[src/rtl/full_mat_pkg.sv]
// Shared types and widths for the full-matrix sequencer.
package full_mat_pkg;

  localparam int unsigned COUNT_W  = 8;
  localparam int unsigned DH_W     = 21;
  localparam int unsigned N_JOINTS = 6;
  localparam int unsigned N_DH     = 4;

  typedef logic [N_JOINTS-1:0][N_DH-1:0][DH_W-1:0] dh_param_t;

  typedef enum logic [2:0] {
    IDLE,
    EXT,
    CLEAR,
    RUN,
    DRAIN,
    DONE
  } state_e;

endpackage

[src/rtl/full_mat_seq.sv]
// Sequences one full_mat run (clear, count, multiplier drain, done) and arbitrates
// the shared multipliers with an external requester between runs.
module full_mat_seq
  import full_mat_pkg::*;
#(
  parameter logic [COUNT_W-1:0] COUNT_LAST = 8'd47,
  parameter int unsigned        MULT_LAT   = 4
) (
  input  logic               clk,
  input  logic               rst,
  input  logic               start,
  input  logic               abort,
  input  dh_param_t          dh_param_in,
  input  logic               ext_req,
  output dh_param_t          dh_param,
  output logic               fm_rst,
  output logic               fm_en,
  output logic [COUNT_W-1:0] fm_count,
  output logic               mult_owner,
  output logic               ext_gnt,
  output logic               busy,
  output logic               done
);

  localparam int unsigned DRAIN_W = (MULT_LAT > 1) ? $clog2(MULT_LAT) : 1;

  state_e             state_q;
  logic               start_pend_q;
  logic [DRAIN_W-1:0] drain_cnt_q;

  // Busy covers a queued request as well as any state that owns the multipliers.
  assign busy = start_pend_q | (state_q == CLEAR) | (state_q == RUN) |
                (state_q == DRAIN) | (state_q == DONE);

  always_ff @(posedge clk or negedge rst) begin
    if (!rst) begin
      state_q      <= IDLE;
      start_pend_q <= 1'b0;
      drain_cnt_q  <= '0;
      dh_param     <= '0;
      fm_rst       <= 1'b0;
      fm_en        <= 1'b0;
      fm_count     <= '0;
      mult_owner   <= 1'b0;
      ext_gnt      <= 1'b0;
      done         <= 1'b0;
    end else begin
      fm_rst <= 1'b0;
      done   <= 1'b0;
      case (state_q)
        IDLE: begin
          // A new or queued start wins over the external requester.
          if (start || start_pend_q) begin
            state_q      <= CLEAR;
            dh_param     <= dh_param_in;
            start_pend_q <= 1'b0;
            fm_rst       <= 1'b1;
            fm_en        <= 1'b0;
            fm_count     <= '0;
          end else if (ext_req) begin
            state_q    <= EXT;
            ext_gnt    <= 1'b1;
            mult_owner <= 1'b1;
          end
        end
        EXT: begin
          if (start) start_pend_q <= 1'b1;
          if (!ext_req) begin
            state_q    <= IDLE;
            ext_gnt    <= 1'b0;
            mult_owner <= 1'b0;
          end
        end
        CLEAR, RUN, DRAIN: begin
          if (abort) begin
            state_q      <= IDLE;
            start_pend_q <= 1'b0;
            fm_en        <= 1'b0;
            fm_count     <= '0;
          end else begin
            if (start) start_pend_q <= 1'b1;
            if (state_q == CLEAR) begin
              state_q  <= RUN;
              fm_en    <= 1'b1;
              fm_count <= '0;
            end else if (state_q == RUN) begin
              if (fm_count == COUNT_LAST) begin
                state_q     <= DRAIN;
                fm_en       <= 1'b0;
                drain_cnt_q <= '0;
              end else begin
                fm_count <= fm_count + COUNT_W'(1);
              end
            end else begin
              // Let the multiplier pipeline empty before reporting completion.
              if (drain_cnt_q == DRAIN_W'(MULT_LAT - 1)) begin
                state_q <= DONE;
                done    <= 1'b1;
              end else begin
                drain_cnt_q <= drain_cnt_q + DRAIN_W'(1);
              end
            end
          end
        end
        DONE: begin
          if (start) start_pend_q <= 1'b1;
          state_q <= IDLE;
        end
        default: state_q <= IDLE;
      endcase
    end
  end

endmodule

[config.mk]
export PLATFORM = sky130hd
export DESIGN_NAME = full_mat_seq
export DESIGN_NICKNAME = d
export VERILOG_FILES = /design/src/rtl/full_mat_pkg.sv /design/src/rtl/full_mat_seq.sv
export SDC_FILE = /design/constraint.sdc
export NUM_CORES = 1
export LEC_CHECK = 0
export ABC_AREA = 1
export ABC_CLOCK_PERIOD_IN_PS = 1850
export CAP_MARGIN = 20
export CORE_AREA = 8 8 391 393
export DETAILED_ROUTE_END_ITERATION = 8
export DIE_AREA = 0 0 399 401
export PLACE_DENSITY = 0.31
export REMOVE_ABC_BUFFERS = 1
export SLEW_MARGIN = 20
export SYNTH_ARGS = -nofsm -noshare
export SYNTH_HDL_FRONTEND = slang
export SYNTH_SLANG_ARGS = --single-unit
[constraint.sdc]
create_clock -name clk -period 1.85 [get_ports clk]
set_input_delay 0.185 -clock clk [delete_from_list [all_inputs] [get_ports clk]]
set_output_delay 0.185 -clock clk [all_outputs]
set_load 0.02 [all_outputs]
==> results.md <==
- Iteration count of the initial detailed-routing pass: 5
- Die area: 160000 um^2
- Clk_skew: 0.0328 ns
- Arr. time, crit path: 1.59 ns
- Htree depth: 3
- Min Tclk post-route: 1.77 ns
- Commonest cells after routing, fill and taps aside: 1566 x nand2_1, 522 x dfrtp_1, 513 x dlygate4sd2_1, 507 x clkdlybuf4s50_1, 117 x dlygate4sd3_1
- Worst Path Max Fanout: 2
- Max stage delay cell, worst path: dfrtp_1
- Layout cells sized above 1: 6.89%
- TritonCTS clock tree: yes
- Final setup fails: 0
- Syn_area_per_cell: 8.80 um^2
- Pin count of the biggest net entering global routing: 61
- Hold Fails Final Rpt: 0
- CTS buffer count: 76
- Relative slew slack: 61.4%
- # nets final: 4010
- PortBufs: 1026
- Dpl hpwl: 90100 um
- Worst VDD drop: 0.000699 V
- Share of power burned in registers: 30.1%
- Hold Path Depth: 3
- GRT Util Overall: 13.7%
- Hold slack: 0.0797 ns
- First-pass GRT wire length: 159000 um
- DR WL/cell: 20.8 um
- Reg2reg path depth: 8
- Clock root buffer: clkbuf_16
- Status: complete, no violations
- Max-slew violations: 0
- Unique masters post-synth: 20
- Combinational fraction of design power: 48.2%
- Clock sinks: 522
- I/O Pins: 1027
- Top post-synthesis cells by area: dfrtp_1 65%, nand2_1 29%, buf_4 1.5%
- Area leader, netlist: dfrtp_1
- Via density: 3.49
- Least-Margin Pin Slew: 0.580 ns
- Crit-path max cell delay: 0.51 ns
- Vias: 19200
- Yosys reg bits: 522
- Core area: 147000 um^2
- Initial antenna violation count: 28
- Clock slew at reported path FFs: 0.06 ns
- Clock share of power: 21.7%
- P_sw: 29.4 mW
- Syn Inst Count: 2277
- RSZ-0062 raised after global routing: yes
- PD cells: 1820 nW/um^2
- Lkg Pwr: 18.8 nW
- Cell Rows: 141
- Fillers: 16300
- Die height: 401 um
- CP endpoint kind: primary output
- Initial DRC Count: 935
- Starting Density: 13.6%
- P_int: 36.8 mW
- Commonest non-fill, non-tap cell in the layout: nand2_1
- WS Path Type: reg -> out
- Largest delay share family, worst path: flip-flops
- Worst-case clock buffer depth: 3
- Sw Share: 44.5%
- CP required: 1.66 ns
- Buf/Inv on CP: 1
- DRC violations left: 0
- Wirelength, routed: 114000 um
- Post-synth design cell area: 20000 um^2
- Final GP Congestion: 0.791
- Pwr Total: 66.2 mW
- Dpl cell area: 33300 um^2
- Die Wd: 399 um
- Post-synthesis sequential area ratio: 65.2%
- HP Start: dh_param_in[194]
- Skew-Pair Late Insertion Delay: 0.67 ns
- Syn-to-layout area delta: 81.7%
- GR Overflow Total: 0
- Detail Route Antenna Nets: 0
- Worst hold-check path type: in -> reg
- Period Utilization, post-route: 95.7%
- Vias in the first global route: 20300
- Reg2reg end: dh_param[211]
- Maximum capacitance violations: 0
- Max Freq: 565 MHz
- R2r setup slk: 0.09 ns
- Final Core Density: 24.8%
- Levels on crit path: 1
- Yosys top cell area share: 65.2%
- CP Cell Sequence: dlygate4sd2_1
- CP Launch Type: flop
- Worst reg2reg path startpoint: state_q[1]
- Post-route cell area: 36400 um^2
- Syn. warnings: 0
- Hold path endpoint: dh_param[194]
-- cell usage after synthesis (all sizes together) --
cell    instances
nand2        1571
dfrtp         522
buf           107
inv            22
nand3          16
nor2           15
o21ai           8
clkbuf          5
a21oi           4
ha              2
nand4           2
o211ai          1
or3             1
xor2            1
-- through the flow --
step                instances  TNS, ns  setup slack (ns)
floorplan                2165        -            -21.68
global placement         5225   -0.402           -0.0807
detailed placement       5225   -0.278           -0.0540
CTS                      5476   -0.249            -0.249
global route             5497   -0.412           -0.0624
finish                   5498        0            0.0792
-- flip-flops by register name, summed over array words and instances (netlist names) --
| register | flops |
|---|---|
| ext_gnt | 1 |
| done | 1 |
| fm_rst | 1 |
| dh_param | 504 |
| drain_cnt_q | 2 |
| state_q | 3 |
| fm_en | 1 |
| start_pend_q | 1 |
| fm_count | 8 |
-- power groups by stage --
stage | clock, mW | combinational, mW | sequential [mW]
CTS | 15.1 | 32.6 | 20.0
detailed placement | 0 | 36.1 | 20.2
floorplan | 0 | 3.94 | 19.7
global placement | 0 | 36.2 | 20.3
global route | 15.5 | 35.1 | 20.6
finish | 14.4 | 31.9 | 19.9
-- repair_timing --
action	in CTS	in global routing
cloned	0	0
setup buffers	0	9
gates resized for setup	516	18
pin swaps	0	3
endpoints found under the hold margin	566	0
endpoints found under the setup margin	514	56
hold buffers	117	0
-- how the worst max path moves through the flow --
stage	slack [ns]	start	endpoint
after floorplan	-21.68	state_q[0]	state_q[1]
after global placement	-0.08	start	dh_param[211]
after detailed placement	-0.05	start	dh_param[211]
after CTS	-0.25	state_q[2]	busy
after global routing	-0.06	state_q[1]	busy
final	0.08	dh_param[168]	dh_param[168]
-- cell type report --
| class | instances | area, um^2 | area share [%] |
|---|---|---|---|
| multi-input cells | 1621 | 6180 | 17.0 |
| inverters | 22 | 90.1 | 0.247 |
| clock buffers | 111 | 2200 | 6.05 |
| diodes | 13 | 32.5 | 0.0894 |
| flip-flops and latches | 522 | 13100 | 35.9 |
| clock inverters | 23 | 223 | 0.612 |
| repair buffers | 1256 | 12200 | 33.5 |
| well taps | 1930 | 2410 | 6.63 |
-- metal layers --
metal  GRT usage [%]  vias up  routed length (um)
li1                -     9330                   -
met1            14.6     9063               42500
met2            24.3      642               58100
met3            5.93      148               10700
met4            4.49       16                3080
met5               0        -                  92
-- kinds of logic after synthesis --
kind of cell / Yosys count / synth area share (%)
and+or+nand+nor: 1605 / 30.3
buffers and inverters: 134 / 4.03
adders and majority gates: 2 / 0.125
DFF: 522 / 65.2
xor gates and xnor gates: 1 / 0.0437
AOI/OAI and AO/OA: 13 / 0.337
Power figures use the tool's default switching activity.
